--- src/rtl/alb_if.sv ---
// Operand/opcode inputs and registered result/flag outputs of the ALB.
interface alb_if;
  logic [7:0] R_in;
  logic [7:0] S_in;
  logic       CI_in;
  logic [1:0] ALB_MI;
  logic [7:0] F;
  logic       CO;
  logic       ZO;
  logic       NO;
  logic       VO;

  // Stimulus side: drives operands and opcode, observes results.
  modport master (
    output R_in, S_in, CI_in, ALB_MI,
    input  F, CO, ZO, NO, VO
  );

  // ALB side: consumes operands and opcode, produces results.
  modport slave (
    input  R_in, S_in, CI_in, ALB_MI,
    output F, CO, ZO, NO, VO
  );
endinterface

--- src/rtl/alb.sv ---
// 8-bit arithmetic/logic block: ADD/SUB with carry, AND, OR; one registered stage.
module alb (
  input  logic  clk,
  input  logic  resetb,
  alb_if.slave  bus
);

  localparam int unsigned W = 8;

  localparam logic [1:0] OP_SUB = 2'b00;
  localparam logic [1:0] OP_AND = 2'b01;
  localparam logic [1:0] OP_ADD = 2'b10;
  localparam logic [1:0] OP_OR  = 2'b11;

  logic [W-1:0] f_d,  f_q;
  logic         co_d, co_q;
  logic         zo_d, zo_q;
  logic         no_d, no_q;
  logic         vo_d, vo_q;

  logic [W-1:0] s_opnd;
  logic [W:0]   sum;

  // Shared adder: SUB reuses it with the S operand inverted (CI=1 means no borrow-in).
  always_comb begin
    s_opnd = (bus.ALB_MI == OP_SUB) ? ~bus.S_in : bus.S_in;
    sum    = (W+1)'(bus.R_in) + (W+1)'(s_opnd) + (W+1)'(bus.CI_in);
  end

  // Next result and flags from the current inputs.
  always_comb begin
    f_d  = '0;
    co_d = 1'b0;
    vo_d = 1'b0;
    unique case (bus.ALB_MI)
      OP_ADD: begin
        f_d  = sum[W-1:0];
        co_d = sum[W];
        vo_d = (bus.R_in[W-1] == bus.S_in[W-1]) & (sum[W-1] != bus.R_in[W-1]);
      end
      OP_SUB: begin
        f_d  = sum[W-1:0];
        co_d = sum[W];
        vo_d = (bus.R_in[W-1] != bus.S_in[W-1]) & (sum[W-1] != bus.R_in[W-1]);
      end
      OP_AND: f_d = bus.R_in & bus.S_in;
      OP_OR:  f_d = bus.R_in | bus.S_in;
      default: f_d = '0;
    endcase
    zo_d = (f_d == '0);
    no_d = f_d[W-1];
  end

  // Output registers; reset clears them immediately and holds them at zero.
  always_ff @(posedge clk or posedge resetb) begin
    if (resetb) begin
      f_q  <= '0;
      co_q <= 1'b0;
      zo_q <= 1'b0;
      no_q <= 1'b0;
      vo_q <= 1'b0;
    end else begin
      f_q  <= f_d;
      co_q <= co_d;
      zo_q <= zo_d;
      no_q <= no_d;
      vo_q <= vo_d;
    end
  end

  // Drive the bus outputs from the registers.
  always_comb begin
    bus.F  = f_q;
    bus.CO = co_q;
    bus.ZO = zo_q;
    bus.NO = no_q;
    bus.VO = vo_q;
  end

endmodule

--- src/flat_wrapper.sv ---
// flat-port wrapper written by rule: the top's interface ports become plain ports
module alb_flat 
  (clk, resetb, bus_R_in, bus_S_in, bus_CI_in, bus_ALB_MI, bus_F, bus_CO, bus_ZO, bus_NO, bus_VO);
  alb_if bus_i ();
  input  logic clk;
  input  logic resetb;
  input wire logic [$bits(bus_i.R_in)-1:0] bus_R_in;
  input wire logic [$bits(bus_i.S_in)-1:0] bus_S_in;
  input wire logic [$bits(bus_i.CI_in)-1:0] bus_CI_in;
  input wire logic [$bits(bus_i.ALB_MI)-1:0] bus_ALB_MI;
  output wire logic [$bits(bus_i.F)-1:0] bus_F;
  output wire logic [$bits(bus_i.CO)-1:0] bus_CO;
  output wire logic [$bits(bus_i.ZO)-1:0] bus_ZO;
  output wire logic [$bits(bus_i.NO)-1:0] bus_NO;
  output wire logic [$bits(bus_i.VO)-1:0] bus_VO;
  assign bus_i.R_in = bus_R_in;
  assign bus_i.S_in = bus_S_in;
  assign bus_i.CI_in = bus_CI_in;
  assign bus_i.ALB_MI = bus_ALB_MI;
  assign bus_F = bus_i.F;
  assign bus_CO = bus_i.CO;
  assign bus_ZO = bus_i.ZO;
  assign bus_NO = bus_i.NO;
  assign bus_VO = bus_i.VO;
  alb u_core (.clk(clk), .resetb(resetb), .bus(bus_i));
endmodule
--- config.mk ---
export PLATFORM = sky130hd
export DESIGN_NAME = alb_flat
export DESIGN_NICKNAME = d
export VERILOG_FILES = /design/src/rtl/alb_if.sv /design/src/rtl/alb.sv /design/src/flat_wrapper.sv
export SDC_FILE = /design/constraint.sdc
export NUM_CORES = 1
export LEC_CHECK = 0
export BUFFER_PORTS_ARGS = -buffer_cell sky130_fd_sc_hd__buf_2
export CAP_MARGIN = 20
export CELL_PAD_IN_SITES_DETAIL_PLACEMENT = 0
export CELL_PAD_IN_SITES_GLOBAL_PLACEMENT = 2
export CORE_MARGIN = 2
export CORE_UTILIZATION = 31
export DETAILED_ROUTE_END_ITERATION = 8
export HOLD_SLACK_MARGIN = 0.15
export MAX_ROUTING_LAYER = met4
export PLACE_DENSITY_LB_ADDON = 0.05
export REMOVE_ABC_BUFFERS = 1
export SYNTH_ARGS = -nofsm -noshare
export SYNTH_HDL_FRONTEND = slang
export SYNTH_SLANG_ARGS = --single-unit
--- constraint.sdc ---
create_clock -name clk -period 0.91 [get_ports clk]
set_input_delay 0.182 -clock clk [delete_from_list [all_inputs] [get_ports clk]]
set_output_delay 0.182 -clock clk [all_outputs]
set_load 0.01 [all_outputs]
=== After elaboration in Yosys (flattened, before gate mapping) ===
Index checks and enable logic that the tools add are counted.

* Flip-flop bits (word level): 12
* Input bits: 21
* Output and inout port bits: 12
* Logic and storage cells: 25

* $add $sub $neg: 2
* Equal/unequal tests: 6
* Muxes and demuxes: 4
* Bitwise operators: 5
* Reduce and logical (&&, ||, !) cells: 3

{| class="wikitable"
|+ Operator list
! operator !! count
|-
| 8-bit one-hot mux with 3 select lines || 1
|-
| 8-bit by 8-bit adder with 9-bit output || 1
|-
| 9-bit by 1-bit adder with 9-bit output || 1
|-
| 8-bit AND || 1
|-
| 8-bit zero test || 1
|-
| 8-bit 2-to-1 mux || 1
|-
| 8-bit NOT || 1
|-
| 8-bit OR || 1
|-
| 2-bit == test, second input constant || 2
|-
| 1-bit AND || 2
|-
| 2-bit by 1-bit == test with 1-bit output, second input constant || 1
|-
| 2-bit zero test || 1
|-
| 1-bit != test || 2
|-
| 1-bit one-hot mux with 2 select lines || 1
|-
| 2-bit OR reduction || 1
|-
| 1-bit == test || 1
|-
| 1-bit 2-to-1 mux || 1
|}

=== Longest topological paths before layout ===
* Depth in word-level cells: 7
* Depth in mapped cells: 12
* Mapped depth without buffers: 10

=== Worst setup path after synthesis ===
OpenSTA, ideal clock, no wires.

* Path type: input -> register
* Start point: in bus_ALB_MI[0]
* End point: reg u_core.zo_q (netlist: u_core.bus.ZO)
* Setup time: 0.095 ns
* Arrival time: 2.614 ns
* Required time: 0.815 ns
* Path slack: -1.799 ns
* Stages on the path: 11
* Cells stage by stage: buf_2 -> buf_6 -> nor2_2 -> xnor2_1 -> fa_1 -> fa_1 -> xor2_1 -> o21ai_1 -> or3_1 -> nor3_1 -> nor4b_2

* Cells in the longest elaborated chain, start to end: 6
* Elaborated cells between the ends (all ways): 10
* Classes of those cells: add/sub: 2; eq/ne: 3; mux: 2; reduce/logical: 3

{| class="wikitable"
|+ Ends and longest elaborated chain
! item !! line !! text
|-
| start: declaration || flat_wrapper.sv:10 || <nowiki>input wire logic [$bits(bus_i.ALB_MI)-1:0] bus_ALB_MI;</nowiki>
|-
| 2-bit zero test || alb.sv:26, alb.sv:35 ||
|-
| 8-bit 2-to-1 mux || alb.sv:26 || <nowiki>s_opnd = (bus.ALB_MI == OP_SUB) ? ~bus.S_in : bus.S_in;</nowiki>
|-
| 8-bit by 8-bit adder with 9-bit output || alb.sv:27 || <nowiki>sum = (W+1)'(bus.R_in) + (W+1)'(s_opnd) + (W+1)'(bus.CI_in);</nowiki>
|-
| 9-bit by 1-bit adder with 9-bit output || alb.sv:27 ||
|-
| 8-bit one-hot mux with 3 select lines (*) || alb.sv:35 || <nowiki>unique case (bus.ALB_MI)</nowiki>
|-
| via u_core.f_d[2] || alb.sv:15 || <nowiki>logic [W-1:0] f_d, f_q;</nowiki>
|-
| 8-bit zero test (*) || alb.sv:50 || <nowiki>zo_d = (f_d == '0);</nowiki>
|-
| via u_core.zo_d || alb.sv:17 || <nowiki>logic zo_d, zo_q;</nowiki>
|-
| end signal: assignment || alb.sv:65 || <nowiki>zo_q <= zo_d;</nowiki>
|-
| end: declaration || alb.sv:17 ||
|}

The timed path passes the listed nets; every way through them passes the cells marked *.

=== Final worst setup path ===
Same ends and word-level chain as after synthesis.

==> out/results.txt <==
PD cells: 1220 nW/µm²
Tcrit/Tclk final: 226%
Post-route ant nets: 0
Slew margin rel.: 73.6%
Fill cells: 322
Initial Util: 31.7%
Ys async rst share: 100%
CP dominant cell by count: fa_2
Actual slew at the worst max-slew pin: 396 ps
EDFF count, synth: 0
Post-Route M1 WL: 1.26 mm
Via Count: 1051
Non-filler cells, final: 228
Met2 WL post-DR: 1.31 mm
Routability congestion estimate: 0.792
Status: finished, violations left
WL/cell: 11.8 µm
Synth area leaders: dfrtp_1, ha_1, xor2_1, fa_1, maj3_1
Largest fanout on the critical path: 2
Global-route wire length before repair: 4.19 mm
Die width: 62.0 µm
Max Freq: 485 MHz
Seq cells post-synth: 11
DIE AREA: 3840 µm²
Area leader, netlist: dfrtp_1
Largest stage delay, worst path: 530 ps
Simple-gate share of the synthesized area: 16.9%
H-tree depth: 1
Ant. Diodes: 0
CP Class: in -> reg
Kind of cell adding the most delay to the critical path: simple AND/OR/NAND/NOR gates
Setup repair after global routing missed its margin: yes
Input/output buffers: 32
Register area: 275 µm²
HP Class: in -> reg
Io pins: 33
Total grt overflow: 0
Count leader, synth: dfrtp_1
Met3 wire length: 88 µm
Cells after Synth: 114
CP Buf/Inv Count: 1
Leak Pwr: 0.811 nW
Synth Cell Area: 1040 µm²
Clock transition at path regs: 60 ps
Final #Nets: 215
Worst setup SP type: primary input
Core area: 3280 µm²
Hold EP: u_core.bus.F[0]
Synth Area in Adders: 19.6%
Slowest-stage cell, CP: fa_2
Initial antenna violation count: 0
Multi-input logic area: 853 µm²
Mux share of post-synthesis cell area: 1.44%
Vias in the first global route: 964
Final hold vios: 0
Main combinational cell family by area after synthesis: compound AO/OA/AOI/OAI gates
Dpl cells: 218
Iter 0 DRT Violations: 37
Xor and xnor area share after synthesis: 9.25%
CTS Buffer Depth: 2
Worst EP required: 1080 ps
Netlist cell types: 38
GRT Total Usage: 15.1%
Crit path cell chain: buf_8, nor2_4, xnor2_2, fa_2, fa_2, nor2b_4, a31oi_1, or3_1, nor3_2, nor4b_2
Die height: 62.0 µm
Fin. max-slew vios: 0
Worst Setup Slack, final: -1150 ps
Setup Viol. Count Final: 23
Hold Crit Depth: 3
Crit end category: flip-flop
Critical path data arrival time: 2230 ps
Post-synth top cells: dfrtp_1, ha_1, inv_1, o21ai_0, xor2_1
IR drop worst, VDD: 0.373 mV
Register area share after synthesis: 26.4%
DRT Pass-1 Iters: 4
Synth-to-layout area growth: 66.9%
Synth top area share: 26.4%
CTS Buf Count: 3
Layout cells sized above 1: 54.4%
Yosys Warn Count: 0
Min Clock Period, post-route: 2060 ps
Top_reg_cell synth: dfrtp_1
DRC Markers: 0
Hold Path Origin: bus_S_in[0]
Hold slack final: 286 ps
Max Cap Violations: 0
DR vias/cell: 4.61
Row count: 21
Failing checks: setup timing
Synth Area per Inst: 9.13 µm²
CTS tree: yes
Largest net degree at the start of global routing: 24
DR top layer: met4
Drt total wl: 2.70 mm
CTS sink cnt: 11
DP HPWL: 2.08 mm
Synth Area in Compound Gates: 20.3%
Root buffer cell: clkbuf_4
## cell type report
type	count	area share (%)
sequential	11	15.8
inverter	9	1.94
clock buffer	4	1.51
multi-input combinational	90	49.1
tap	46	3.31
timing repair buffer	68	28.3
## stage by stage
stage	power, mW	utilization, %	setup slack, ps	setup TNS [ps]	cell area, µm²
final	2.11	52.9	-1150	-9280	1740
after floorplan	1.12	-	-1520	-12010	1010
after global placement	1.56	44.3	-1600	-13830	1460
after CTS	1.96	48.3	-1150	-9400	1590
after global routing	2.28	52.9	-1260	-10620	1740
after detailed placement	1.57	44.3	-1620	-14050	1460
## timing repair
action / 4_1_cts / 5_1_grt
endpoints found under the setup margin: 23 / 23
endpoints found under the hold margin: 11 / 0
gates resized for setup: 19 / 22
hold buffers: 1 / 0
buffers inserted: 4 / 4
pin swaps: 14 / 12
## cells in the final DEF (no fill, tap or decap), types with 2 or more instances in the layout
cell type,instances
a211oi_2,2
maj3_1,4
buf_4,32
o21ai_0,3
o21ai_1,3
ha_1,8
buf_2,25
a21oi_1,4
o21a_1,2
nand3_2,2
dfrtp_1,11
clkbuf_4,3
fa_2,2
nor2b_1,3
nor2_1,6
inv_1,9
xor2_1,5
o211ai_1,2
buf_6,9
nor2b_4,3
nand2b_1,2
xnor2_1,3
nand2_1,6
o21ai_2,4
o31a_1,2
or3_1,2
## cells by family after synthesis
| group | Yosys count |
|---|---|
| AO/OA/AOI/OAI | 31 |
| XOR/XNOR | 11 |
| adder cells (fa/ha/maj) | 16 |
| buffers and inverters | 13 |
| flip-flops | 11 |
| multiplexers | 1 |
| AND/OR/NAND/NOR | 31 |
## layer usage
metal,track usage [%],vias to the layer above
li1,-,542
met1,19.2,475
met2,25.0,30
met3,0.828,4
met4,5.78,0
met5,-,-
## registers in the layout (all words and copies together), names as in the netlist
register / count
u_core.bus.ZO: 1
u_core.bus.F: 8
u_core.bus.CO: 1
u_core.bus.VO: 1
## power by group
group          internal (mW)  switching [mW]
clock                  0.169           0.144
sequential             0.565          0.0273
combinational          0.657           0.552
total                   1.39           0.723
## how the worst max path moves through the flow
stage / from / end / slack [ps] / cells past startpoint
floorplan: bus_ALB_MI[1] / u_core.bus.ZO / -1520 / 9
global placement: bus_ALB_MI[1] / u_core.bus.ZO / -1600 / 11
detailed placement: bus_ALB_MI[1] / u_core.bus.ZO / -1620 / 11
CTS: bus_ALB_MI[1] / u_core.bus.ZO / -1150 / 12
global route: bus_ALB_MI[0] / u_core.bus.ZO / -1260 / 11
finish: bus_ALB_MI[0] / u_core.bus.ZO / -1150 / 10
Note: power is estimated with default switching activity, not from simulation.
